**config.mk**
```make
export PLATFORM = sky130hd
export DESIGN_NAME = neuron_unit
export DESIGN_NICKNAME = d
export VERILOG_FILES = /design/src/rtl/neuron_unit.sv
export SDC_FILE = /design/constraint.sdc
export NUM_CORES = 1
export LEC_CHECK = 0
export ABC_AREA = 1
export CAP_MARGIN = 20
export CORE_MARGIN = 1
export CORE_UTILIZATION = 59
export CTS_CLUSTER_SIZE = 24
export DETAILED_ROUTE_END_ITERATION = 16
export PLACE_DENSITY = 0.83
export SLEW_MARGIN = 0
export SYNTH_ARGS = -nofsm -noshare
export SYNTH_HDL_FRONTEND = slang
export SYNTH_SLANG_ARGS = --single-unit
```
**constraint.sdc**
```tcl
create_clock -name i_clk -period 9.1 [get_ports i_clk]
set_input_delay 1.365 -clock i_clk [delete_from_list [all_inputs] [get_ports i_clk]]
set_output_delay 1.365 -clock i_clk [all_outputs]
set_load 0.05 [all_outputs]
```
**src/rtl/neuron_unit.sv**
```systemverilog
// Single neuron processing element: streaming MAC over N_IN (input, weight) beats,
// then bias add, saturation to DATA_W and optional ReLU; result held with ready high.
module neuron_unit #(
  parameter int unsigned N_IN   = 784,
  parameter int unsigned DATA_W = 16,
  parameter int unsigned FRAC   = 8,
  parameter int unsigned ACC_W  = 42,
  parameter int unsigned RELU   = 1,
  localparam int unsigned CNT_W = (N_IN > 1) ? $clog2(N_IN) : 1
) (
  input  logic              i_clk,
  input  logic              i_rst,
  input  logic              i_start,
  input  logic              i_data_valid,
  input  logic [DATA_W-1:0] i_in_data,
  input  logic [DATA_W-1:0] i_w_data,
  input  logic [DATA_W-1:0] i_bias,
  output logic              o_busy,
  output logic              o_ready,
  output logic [DATA_W-1:0] o_out_data,
  output logic              o_sat,
  output logic [CNT_W-1:0]  o_beat_cnt
);

  localparam int unsigned PROD_W = 2 * DATA_W;
  localparam int unsigned UPPER_W = ACC_W - DATA_W + 1;

  typedef enum logic [2:0] {
    S_IDLE,
    S_ACCUM,
    S_BIAS,
    S_ACT,
    S_DONE
  } state_t;

  state_t                   r_state, w_state_nxt;
  logic signed [ACC_W-1:0]  r_acc, w_acc_nxt;
  logic [CNT_W-1:0]         r_cnt, w_cnt_nxt;
  logic [DATA_W-1:0]        r_out, w_out_nxt;
  logic                     r_sat, w_sat_nxt;
  logic                     r_ready, w_ready_nxt;
  logic                     r_busy, w_busy_nxt;

  logic signed [PROD_W-1:0] w_prod;
  logic signed [ACC_W-1:0]  w_prod_ext;
  logic signed [ACC_W-1:0]  w_bias_ext;
  logic signed [ACC_W-1:0]  w_shift;
  logic [UPPER_W-1:0]       w_upper;
  logic [DATA_W-1:0]        w_res;
  logic                     w_res_sat;

  // Full-precision product and bias, both aligned to the accumulator's 2*FRAC scale
  assign w_prod     = $signed(i_in_data) * $signed(i_w_data);
  assign w_prod_ext = {{(ACC_W-PROD_W){w_prod[PROD_W-1]}}, w_prod};
  assign w_bias_ext = {{(ACC_W-DATA_W){i_bias[DATA_W-1]}}, i_bias} << FRAC;

  // Result fits DATA_W only when the sign bit and all bits above it agree
  assign w_shift = r_acc >>> FRAC;
  assign w_upper = w_shift[ACC_W-1:DATA_W-1];

  always_comb begin
    w_res     = w_shift[DATA_W-1:0];
    w_res_sat = 1'b0;
    if ((RELU != 0) && w_shift[ACC_W-1]) begin
      w_res = '0;
    end else if (!w_shift[ACC_W-1] && (|w_upper)) begin
      w_res     = {1'b0, {(DATA_W-1){1'b1}}};
      w_res_sat = 1'b1;
    end else if (w_shift[ACC_W-1] && !(&w_upper)) begin
      w_res     = {1'b1, {(DATA_W-1){1'b0}}};
      w_res_sat = 1'b1;
    end
  end

  // Next-state and registered-output logic
  always_comb begin
    w_state_nxt = r_state;
    w_acc_nxt   = r_acc;
    w_cnt_nxt   = r_cnt;
    w_out_nxt   = r_out;
    w_sat_nxt   = r_sat;
    w_ready_nxt = r_ready;
    w_busy_nxt  = r_busy;
    case (r_state)
      S_IDLE, S_DONE: begin
        if (i_start) begin
          w_state_nxt = S_ACCUM;
          w_acc_nxt   = '0;
          w_cnt_nxt   = '0;
          w_sat_nxt   = 1'b0;
          w_ready_nxt = 1'b0;
          w_busy_nxt  = 1'b1;
        end
      end
      S_ACCUM: begin
        if (i_data_valid) begin
          w_acc_nxt = r_acc + w_prod_ext;
          w_cnt_nxt = r_cnt + CNT_W'(1);
          if (r_cnt == CNT_W'(N_IN - 1)) begin
            w_state_nxt = S_BIAS;
          end
        end
      end
      S_BIAS: begin
        w_acc_nxt   = r_acc + w_bias_ext;
        w_state_nxt = S_ACT;
      end
      S_ACT: begin
        w_out_nxt   = w_res;
        w_sat_nxt   = w_res_sat;
        w_ready_nxt = 1'b1;
        w_busy_nxt  = 1'b0;
        w_state_nxt = S_DONE;
      end
      default: begin
        w_state_nxt = S_IDLE;
        w_busy_nxt  = 1'b0;
        w_ready_nxt = 1'b0;
      end
    endcase
  end

  always_ff @(posedge i_clk) begin
    if (i_rst) begin
      r_state <= S_IDLE;
      r_acc   <= '0;
      r_cnt   <= '0;
      r_out   <= '0;
      r_sat   <= 1'b0;
      r_ready <= 1'b0;
      r_busy  <= 1'b0;
    end else begin
      r_state <= w_state_nxt;
      r_acc   <= w_acc_nxt;
      r_cnt   <= w_cnt_nxt;
      r_out   <= w_out_nxt;
      r_sat   <= w_sat_nxt;
      r_ready <= w_ready_nxt;
      r_busy  <= w_busy_nxt;
    end
  end

  assign o_busy     = r_busy;
  assign o_ready    = r_ready;
  assign o_out_data = r_out;
  assign o_sat      = r_sat;
  assign o_beat_cnt = r_cnt;

endmodule

```
==> Word-level counts from Yosys, hierarchy flattened <==
Cells that the tools add are included.
{ "word_totals": {"mem_count": 0, "word_cells": 58, "output_inout_bits": 29, "mem_bits_ro": 0, "mem_bits_rw": 0, "ff_bits": 74, "latch_bits": 0} }
{ "classes": {"n_shift": 0, "reduce_logical": 17, "addsub": 3, "order_cmp": 0, "mux": 21, "n_bitwise": 1, "mul": 1, "n_div": 0, "eq_ne": 8} }
{ "op_table": {"columns": ["cell", "n"], "rows": [
  ["$pmux 42 s3", 1],
  ["$mux 42", 2],
  ["$mux 16", 3],
  ["$add 42x24->42", 1],
  ["$add 42x32->42", 1],
  ["$mul 16x16->32", 1],
  ["$mux 10", 2],
  ["$pmux 10 s2", 1],
  ["$reduce_and 19->1", 1],
  ["$reduce_or 19->1", 1],
  ["$pmux 3 s4", 1],
  ["$add 10x1->10 const B", 1],
  ["$eq 10x10->1 const B", 1],
  ["$mux 3", 3],
  ["$reduce_and 3->1", 3],
  ["$eq 3x2->1 const B", 2],
  ["$ne 2x2->1 const B", 3],
  ["$mux 1", 5],
  ["$pmux 1 s2", 2],
  ["$reduce_and 2->1", 2],
  ["$reduce_bool 2->1", 2],
  ["$reduce_or 2->1", 2],
  ["$eq 3x1->1 const B", 1],
  ["$eq 3x3->1 const B", 1],
  ["other kinds (6)", 8]
]} }

==> Logic depth before layout (Yosys ltp) <==
Gate-level depths: netlist of the first run.
{ "depth": {"word_depth": 7, "ltp_mapped": 32, "mapped_depth_nobuf": 30} }

==> Worst setup path after synthesis of the first run <==
Ideal clock, no wire load.
{ "synth_timing": {"path_kind": "input -> register", "start": "input port i_in_data[15]", "end": "register r_acc[41]", "arrival_ns": 7.071, "setup_ns": 0.109, "n_path_buf": 2, "setup_slack_ns": 1.920, "cell_stages": 26, "path_cell_list": "clkbuf_1 -> clkbuf_1 -> nand2_1 -> inv_1 -> fa_1 -> inv_1 -> fa_1 -> fa_1 -> fa_1 -> inv_1 -> fa_1 -> inv_1 -> fa_1 -> inv_1 -> ha_1 -> nand2_1 -> nor2_1 -> nand2_1 -> nor2_1 -> nand4_1 -> nand3_1 -> nand2_1 -> nand3_1 -> nand3_1 -> nand2_1 -> inv_1"} }
{ "synth_via": {"elab_chain_cells": 4} }
{ "synth_rtl": {"columns": ["item", "line_no", "rtl"], "rows": [
  ["start: declaration", "15", "input logic [DATA_W-1:0] i_in_data,"],
  ["$mul 16x16->32", "53", "assign w_prod = $signed(i_in_data) * $signed(i_w_data);"],
  ["$add 42x32->42", "97", "w_acc_nxt = r_acc + w_prod_ext;"],
  ["$mux 42", "96", "if (i_data_valid) begin"],
  ["$pmux 42 s3", "84", "case (r_state)"],
  ["end signal: assignment", "134", "r_acc <= w_acc_nxt;"],
  ["end: declaration", "37", "logic signed [ACC_W-1:0] r_acc, w_acc_nxt;"]
]} }
No other way between the ends. The select of a mux whose other input is x is not followed.
A chain may end at the register's enable or synchronous reset.

==> Final worst setup path of the first run <==
{ "layout_timing": {"start": "input port i_w_data[1]", "end": "register r_acc[41]"} }
{ "layout_via": {"elab_chain_cells": 4} }
{ "layout_rtl": {"columns": ["item", "line_no", "rtl"], "rows": [
  ["start: declaration", "16", "input logic [DATA_W-1:0] i_w_data,"],
  ["$mul 16x16->32", "53", null],
  ["$add 42x32->42", "97", null],
  ["$mux 42", "96", null],
  ["$pmux 42 s3", "84", null]
]} }
No other way between the ends. The select of a mux whose other input is x is not followed.

==> results.json, run 1 <==
{
  "outcome": "finished clean",
  "die_w_um": 184,
  "cts_buffers": 9,
  "die_y_um": 184,
  "cts_buffer_depth": 2,
  "slowest_delay_ns": 0.86,
  "initial_utilization": 0.602,
  "drv_slew": 0,
  "antenna_cells": 0,
  "final_antenna_net_count": 0,
  "synth-seq-area-share": 0.0755,
  "final_cell_mix": "nand2_1, inv_1, fa_1",
  "arrival_ns": 8.42,
  "grt_pass1_vias": 18200,
  "tightest_slew_ns": 0.855,
  "die_area_um2": 34000,
  "ctsHoldBuffers": 0,
  "whs_path_depth": 2,
  "fin_crit_sh": 0.898,
  "synth_top_family_by_area": "adder cells",
  "io_pins": 81,
  "synth_nets": 3395,
  "fin_crit_ns": 8.17,
  "drt_iter0_drc": 1256,
  "slew-limit-headroom": 0.428,
  "synth_top_cell_area_share": 0.346,
  "cp.required_ns": 9.34,
  "synth_seq_cells": 74,
  "final_cells": 3315,
  "synth_top_area_cell": "fa_1",
  "drc_errors": 0,
  "vias_per_cell": 5.34,
  "fin_worst_skew_ns": 0.0147,
  "yosys.area_share.adder": 0.443,
  "cp_slowest_cell": "fa_1",
  "yosysWarnings": 0,
  "root_buffer": "clkbuf_16",
  "clk_pin_slew_ns": 0.07,
  "gp_congestion": 0.983,
  "critPathKind": "in2reg",
  "hold_viol_final": 0,
  "wl_per_cell_um": 17.1,
  "cts_setup_buffers": 0,
  "antenna_found_initial": 0,
  "yosys-top-cells-area": "fa_1, nand2_1, inv_1",
  "synth_area_per_cell_um2": 6.88,
  "reg2reg_depth": 21,
  "drt_first_pass_iters": 6,
  "synth-simple-area-share": 0.256,
  "synth-compound-area-share": 0.0593,
  "syn_to_final_growth_pct": 7.08,
  "layout-drive-gt1-share": 0.0209,
  "start_kind": "primary input",
  "synth.distinct_cells": 39,
  "cp_max_fo": 16,
  "grt_overflow": 0,
  "synthCells": 2851,
  "grt_use_total": 0.348,
  "ctsResizeCount": 0,
  "via_count": 17700,
  "htreeDepth": 3,
  "grt_max_degree": 54,
  "io_buffers": 80,
  "fin_util": 0.644,
  "core-area_um2": 32600,
  "cts_sinks": 74,
  "insertion_delay_ns": 0.35,
  "drv_cap": 0,
  "final_common_cell": "nand2_1",
  "cts_tree": "built",
  "place_hpwl_mm": 49.5,
  "syn_area_um2": 19600,
  "grt_pass1_wl_mm": 92.0,
  "grt_setup_unrepaired": "no",
  "synth-xor-area-share": 0.00134,
  "nets": 3412,
  "setup_violations": 0,
  "fmax_ghz": 0.122,
  "rows": 66,
  "dp_cells": 3299,
  "cp-end-kind": "flip-flop",
  "hp-class": "reg2reg",
  "tns_ns": 0,
  "routed_wl_mm": 56.7,
  "synthMuxAreaShare": 0
}
[path summary, 6_finish.rpt]
kind | start | end | slack, ns
min | o_out_data[15]$_SDFFE_PP0P_ | o_out_data[15]$_SDFFE_PP0P_ | 0.46
max | i_w_data[1] | r_acc[41]$_SDFFE_PP0P_ | 0.93
max reg2reg | r_acc[15]$_SDFFE_PP0P_ | r_acc[32]$_SDFFE_PP0P_ | 3.77
min reg2reg | o_out_data[15]$_SDFFE_PP0P_ | o_out_data[15]$_SDFFE_PP0P_ | 0.46
[cells by family (layout without fill, tap and decap cells)]
| family | Yosys count | count (layout) |
|---|---|---|
| adder cells (fa/ha/maj) | 492 | 492 |
| buffers and inverters | 854 | 876 |
| flip-flops | 74 | 74 |
| AO/OA/AOI/OAI | 212 | 212 |
| AND/OR/NAND/NOR | 1216 | 1216 |
| XOR/XNOR | 3 | 3 |
[Yosys cell counts]
| library cell | n |
|---|---|
| nand2_1 | 809 |
| inv_1 | 760 |
| fa_1 | 339 |
| nor2_1 | 176 |
| ha_1 | 153 |
| nand3_1 | 134 |
| a21oi_1 | 114 |
| clkbuf_1 | 75 |
| dfxtp_1 | 74 |
| o21ai_0 | 52 |
| nand3b_1 | 25 |
| nand4_1 | 25 |
| a31oi_1 | 23 |
| nor3_1 | 16 |
| o21bai_1 | 16 |
| or2_2 | 13 |
| buf_2 | 10 |
| inv_2 | 7 |
| nor4_1 | 5 |
| nor3_4 | 3 |
| nand2_2 | 2 |
| o211ai_1 | 2 |
| xor2_1 | 2 |
| a21o_1 | 1 |
| and2_1 | 1 |
| and3_1 | 1 |
| buf_1 | 1 |
| buf_6 | 1 |
| nand3_2 | 1 |
| nor2_2 | 1 |
| nor2_4 | 1 |
| nor3_2 | 1 |
| nor3b_1 | 1 |
| o21ai_1 | 1 |
| o21ai_4 | 1 |
| o311ai_0 | 1 |
| o41ai_2 | 1 |
| or2_1 | 1 |
| xnor2_1 | 1 |
[metrics by stage]
stage	hold slack [ns]	setup WS, ns	cell area [um^2]
floorplan	0.449	1.92	19600
global placement	0.437	0.782	20700
detailed placement	0.441	0.639	20700
CTS	0.450	0.956	21000
global route	0.463	0.464	21000
finish	0.458	0.926	21000
[registers in the layout, indices dropped and copies added, names as in the netlist]
signal / count
r_acc: 42
o_out_data: 16
o_beat_cnt: 10
r_state: 3
o_busy: 1
o_ready: 1
o_sat: 1
[final cells by class]
cell class,count,area [um^2]
multi-input combinational,1923,14900
fill,2837,11600
inverter,767,2880
sequential,74,1480
timing repair buffer,93,898
tap,442,553
clock buffer,9,225
clock inverter,7,58.8
[routing by layer]
metal,part of all wire,GRT usage,vias up
met3,0.061,0.0298,114
met5,0,0,-
met2,0.50,0.623,598
met1,0.41,0.445,8541
li1,-,-,8433
met4,0.031,0.108,0
[worst max-delay path: cells and delay by family]
kind	cells	cell delay [ns]
adder cells (fa/ha/maj)	7	4.31
AND/OR/NAND/NOR	11	1.43
buffers and inverters	7	1.30
Power of run 1 is not shown: default switching activity piles up to over one toggle a cycle in this logic, so the estimate is an artifact.
==> inputs of run 2 (changes only) <==
--- a/config.mk
+++ b/config.mk
@@ -7,7 +7,7 @@
 export LEC_CHECK = 0
 export ABC_AREA = 1
 export CAP_MARGIN = 20
-export CORE_MARGIN = 1
+export CORE_MARGIN = 10
 export CORE_UTILIZATION = 59
 export CTS_CLUSTER_SIZE = 24
 export DETAILED_ROUTE_END_ITERATION = 16
==> results.json, run 2 (synthesis results as in run 1) <==
{
  "outcome": "finished clean",
  "tns_ns": 0,
  "syn_to_final_growth_pct": 7.14,
  "initial_utilization": 0.600,
  "die_w_um": 202,
  "htreeDepth": 3,
  "drv_cap": 0,
  "r2r-start": "r_acc[15]$_SDFFE_PP0P_",
  "cp-end-kind": "flip-flop",
  "io_pins": 81,
  "routed_wl_mm": 58.2,
  "drt_iter0_drc": 1259,
  "die_area_um2": 41000,
  "fmax_ghz": 0.119,
  "cts_tree": "built",
  "ctsResizeCount": 0,
  "startpoint": "i_w_data[1]",
  "cp_max_fo": 16,
  "cts_buffer_depth": 2,
  "wl_per_cell_um": 17.6,
  "final_common_cell": "nand2_1",
  "crit_path_end": "r_acc[41]$_SDFFE_PP0P_",
  "ff_latch_area_um2": 1480,
  "grt_util_met2": 0.503,
  "grt_use_total": 0.287,
  "gr-max-usage-layer": "met2",
  "cts_setup_buffers": 0,
  "tightest_slew_ns": 0.882,
  "arrival_ns": 8.66,
  "root_buffer": "clkbuf_16",
  "final_cell_mix": "nand2_1, inv_1, fa_1",
  "critPathKind": "in2reg",
  "cts_sinks": 74,
  "gp_congestion": 0.989,
  "slew-limit-headroom": 0.410,
  "grt_overflow": 0,
  "grt_use_met3": 0.0257,
  "grt_pass1_wl_mm": 95.0,
  "hold_viol_final": 0,
  "setup_violations": 0,
  "place_hpwl_mm": 50.5,
  "nets": 3410,
  "grt_pass1_vias": 18200,
  "io_buffers": 80,
  "fin_crit_sh": 0.925,
  "grt_max_degree": 54,
  "multi_input_area_um2": 14900,
  "reg2reg_depth": 23,
  "die_y_um": 202,
  "final_antenna_net_count": 0,
  "hp-class": "reg2reg",
  "core-area_um2": 32700,
  "fin_crit_ns": 8.42,
  "largest_reg_flops": 42,
  "via_count": 17700,
  "timing.rr.end": "r_acc[35]$_SDFFE_PP0P_",
  "ctsHoldBuffers": 0,
  "insertion_delay_ns": 0.34,
  "layout-drive-gt1-share": 0.0202,
  "grt_setup_unrepaired": "no",
  "cp.required_ns": 9.34,
  "nFillCells": 2955,
  "regMostFlops": "r_acc",
  "drv_slew": 0,
  "vias_per_cell": 5.34,
  "grt_util_met1": 0.363,
  "r2r_slack_ns": 3.90,
  "fin_worst_skew_ns": 0.0163,
  "drt_first_pass_iters": 7,
  "antenna_cells": 0,
  "clk_pin_slew_ns": 0.07,
  "antenna_found_initial": 0,
  "drc_errors": 0,
  "rows": 66,
  "cts_buffers": 9,
  "start_kind": "primary input"
}
run 2: per-layer routing:
layer	up-vias	share of wire
li1	8429	-
met1	8557	0.41
met2	602	0.49
met3	111	0.057
met4	0	0.036
met5	-	0
run 2: worst min-delay path by stage:
| stage | start | endpoint | slack, ns | cells after the start |
|---|---|---|---|---|
| after floorplan | r_acc[0]$_SDFFE_PP0P_ | r_acc[0]$_SDFFE_PP0P_ | 0.45 | 2 |
| after global placement | o_out_data[15]$_SDFFE_PP0P_ | o_out_data[15]$_SDFFE_PP0P_ | 0.44 | 2 |
| after global routing | o_out_data[15]$_SDFFE_PP0P_ | o_out_data[15]$_SDFFE_PP0P_ | 0.50 | 2 |
| after detailed placement | o_out_data[15]$_SDFFE_PP0P_ | o_out_data[15]$_SDFFE_PP0P_ | 0.45 | 2 |
| after CTS | o_out_data[15]$_SDFFE_PP0P_ | o_out_data[15]$_SDFFE_PP0P_ | 0.46 | 2 |
| final | o_out_data[15]$_SDFFE_PP0P_ | o_out_data[15]$_SDFFE_PP0P_ | 0.46 | 2 |
run 2: layout make-up:
type / count / share of cell area
tap: 442 / 0.0263
clock inverter: 6 / 0.00345
inverter: 767 / 0.137
multi-input combinational: 1923 / 0.710
clock buffer: 10 / 0.0114
sequential: 74 / 0.0704
timing repair buffer: 91 / 0.0420
run 2: metrics by stage:
stage / instance area, um^2 / setup slack (ns) / hold slack [ns] / utilization / instances
floorplan: 19600 / 1.92 / 0.449 / - / 2851
global placement: 20700 / 0.645 / 0.435 / 0.634 / 3297
detailed placement: 20700 / 0.474 / 0.450 / 0.634 / 3297
CTS: 21000 / 0.780 / 0.460 / 0.643 / 3313
global route: 21000 / 0.276 / 0.498 / 0.643 / 3313
finish: 21000 / 0.678 / 0.460 / 0.643 / 3313
run 2: worst max-delay path, cell delays in order:
cell             delay [ns]
clkdlybuf4s50_1        0.79
nand2_1                0.34
inv_1                  0.09
fa_1                   0.68
inv_1                  0.13
fa_1                   0.89
fa_1                   0.65
fa_1                   0.77
inv_1                  0.22
fa_1                   0.53
inv_1                  0.05
fa_1                   0.47
inv_1                  0.04
ha_1                   0.39
nand2_1                0.12
nor2_1                 0.22
nand2_1                0.10
nor2_1                 0.14
nand4_1                0.16
nand3_1                0.15
nand2_1                0.05
nand3_1                0.08
nand3_1                0.07
nand2_1                0.09
inv_1                  0.04
Power of run 2 is left out for the same reason.
==> inputs of run 3 (changes only) <==
--- a/config.mk
+++ b/config.mk
@@ -7,11 +7,12 @@
 export LEC_CHECK = 0
 export ABC_AREA = 1
 export CAP_MARGIN = 20
+export CORE_ASPECT_RATIO = 0.5
 export CORE_MARGIN = 10
-export CORE_UTILIZATION = 59
+export CORE_UTILIZATION = 65
 export CTS_CLUSTER_SIZE = 24
 export DETAILED_ROUTE_END_ITERATION = 16
-export PLACE_DENSITY = 0.83
+export PLACE_DENSITY = 0.89
 export SLEW_MARGIN = 0
 export SYNTH_ARGS = -nofsm -noshare
 export SYNTH_HDL_FRONTEND = slang
==> results.json, run 3 (synthesis results as in run 1) <==
{
  "fmax_ghz": 0.122,
  "arrival_ns": 8.43,
  "die_y_um": 143,
  "die_w_um": 266,
  "r2r_slack_ns": 3.63,
  "drt_first_pass_iters": 6,
  "root_buffer": "clkbuf_16",
  "cp-end-kind": "flip-flop",
  "vias_per_cell": 5.61,
  "drv_slew": 0,
  "final_antenna_net_count": 0,
  "fin_worst_skew_ns": 0.0109,
  "hold_viol_final": 0,
  "largest_reg_flops": 42,
  "reg2reg_depth": 21,
  "initial_utilization": 0.669,
  "drc_errors": 0,
  "fin_crit_ns": 8.17,
  "drv_cap": 0,
  "ctsHoldBuffers": 0,
  "gp_congestion": 1.01,
  "fin_crit_sh": 0.898,
  "io_buffers": 80,
  "cts_buffers": 9,
  "core-area_um2": 29300,
  "grt_pass1_wl_mm": 94.1,
  "cp_max_fo": 8,
  "timing.rr.end": "r_acc[32]$_SDFFE_PP0P_",
  "grt_max_degree": 54,
  "cts_setup_buffers": 0,
  "tns_ns": 0,
  "whs_path_depth": 2,
  "insertion_delay_ns": 0.34,
  "start_kind": "primary input",
  "cts_buffer_depth": 2,
  "routed_wl_mm": 57.5,
  "min_to": "o_out_data[15]$_SDFFE_PP0P_",
  "via_count": 18300,
  "antenna_found_initial": 0,
  "clk_pin_slew_ns": 0.06,
  "r2r-start": "r_acc[15]$_SDFFE_PP0P_",
  "wl_per_cell_um": 17.6,
  "die_area_um2": 38000,
  "regMostFlops": "r_acc",
  "grt_setup_unrepaired": "no",
  "final_cell_mix": "nand2_1, inv_1, fa_1",
  "slew-limit-headroom": 0.333,
  "grt_util_met1": 0.420,
  "grt_use_total": 0.308,
  "setup_violations": 0,
  "ctsResizeCount": 0,
  "nets": 3414,
  "gr-max-usage-layer": "met2",
  "layout-drive-gt1-share": 0.0212,
  "place_hpwl_mm": 49.1,
  "grt_overflow": 0,
  "cts_tree": "built",
  "syn_to_final_growth_pct": 7.01,
  "outcome": "finished clean",
  "htreeDepth": 3,
  "critPathKind": "in2reg",
  "cts_sinks": 74,
  "drt_iter0_drc": 2074,
  "io_pins": 81,
  "hp-class": "reg2reg",
  "grt_util_met2": 0.488,
  "grt_use_met3": 0.0734,
  "tightest_slew_ns": 0.997,
  "final_common_cell": "nand2_1",
  "rows": 44,
  "cp.required_ns": 9.36,
  "holdCritStartpoint": "o_out_data[15]$_SDFFE_PP0P_",
  "fin_util": 0.716,
  "grt_pass1_vias": 18500
}
[run 3: worst max path at each step]
stage,start,end,slack (ns),depth (start not counted)
2_1_floorplan,i_in_data[15],r_acc[41]$_SDFFE_PP0P_,1.92,26
3_3_place_gp,i_w_data[1],r_acc[41]$_SDFFE_PP0P_,1.04,25
3_5_place_dp,i_in_data[15],r_acc[40]$_SDFFE_PP0P_,0.77,26
4_1_cts,i_in_data[15],r_acc[40]$_SDFFE_PP0P_,1.10,26
5_1_grt,i_in_data[15],r_acc[38]$_SDFFE_PP0P_,0.64,25
6_report,i_w_data[1],r_acc[38]$_SDFFE_PP0P_,0.93,24
[run 3: per-layer routing]
| metal | wire (um) | share of wire | vias to the layer above |
|---|---|---|---|
| met3 | 7610 | 0.13 | 153 |
| met2 | 25000 | 0.44 | 1063 |
| met4 | 1440 | 0.025 | 0 |
| met5 | 0 | 0 | - |
| met1 | 23400 | 0.41 | 8697 |
| li1 | - | - | 8425 |
[run 3: area by class of cell]
cell class                 count  area [um^2]
inverter                     767         2880
timing repair buffer          95          913
multi-input combinational   1923        14900
sequential                    74         1480
clock inverter                 6         91.3
clock buffer                   9          225
fill                        2294         8340
tap                          391          489
antenna                        1         2.50
[run 3: worst max-delay path, stage by stage]
cell and delay [ns]:
clkdlybuf4s50_1 0.58, nand2_1 0.26, inv_1 0.11, fa_1 0.67
inv_1 0.14, fa_1 0.87, fa_1 0.67, fa_1 0.81
inv_1 0.22, fa_1 0.53, inv_1 0.05, fa_1 0.49
inv_1 0.05, ha_1 0.36, nand2_1 0.13, nor2_1 0.18
nand2_1 0.09, nor2_1 0.16, nand4_1 0.14, nand4_1 0.13
nand2_1 0.05, nor2_1 0.19, nor2_1 0.07, nor2_1 0.10
[run 3: stage by stage]
step / hold WS, ns / std cells / instance area [um^2] / setup WS (ns)
floorplan: 0.449 / 2851 / 19600 / 1.92
global placement: 0.444 / 3250 / 20700 / 1.04
detailed placement: 0.448 / 3250 / 20700 / 0.773
CTS: 0.456 / 3265 / 21000 / 1.10
global route: 0.491 / 3265 / 21000 / 0.641
finish: 0.456 / 3266 / 21000 / 0.929
Power of run 3 is left out for the same reason.
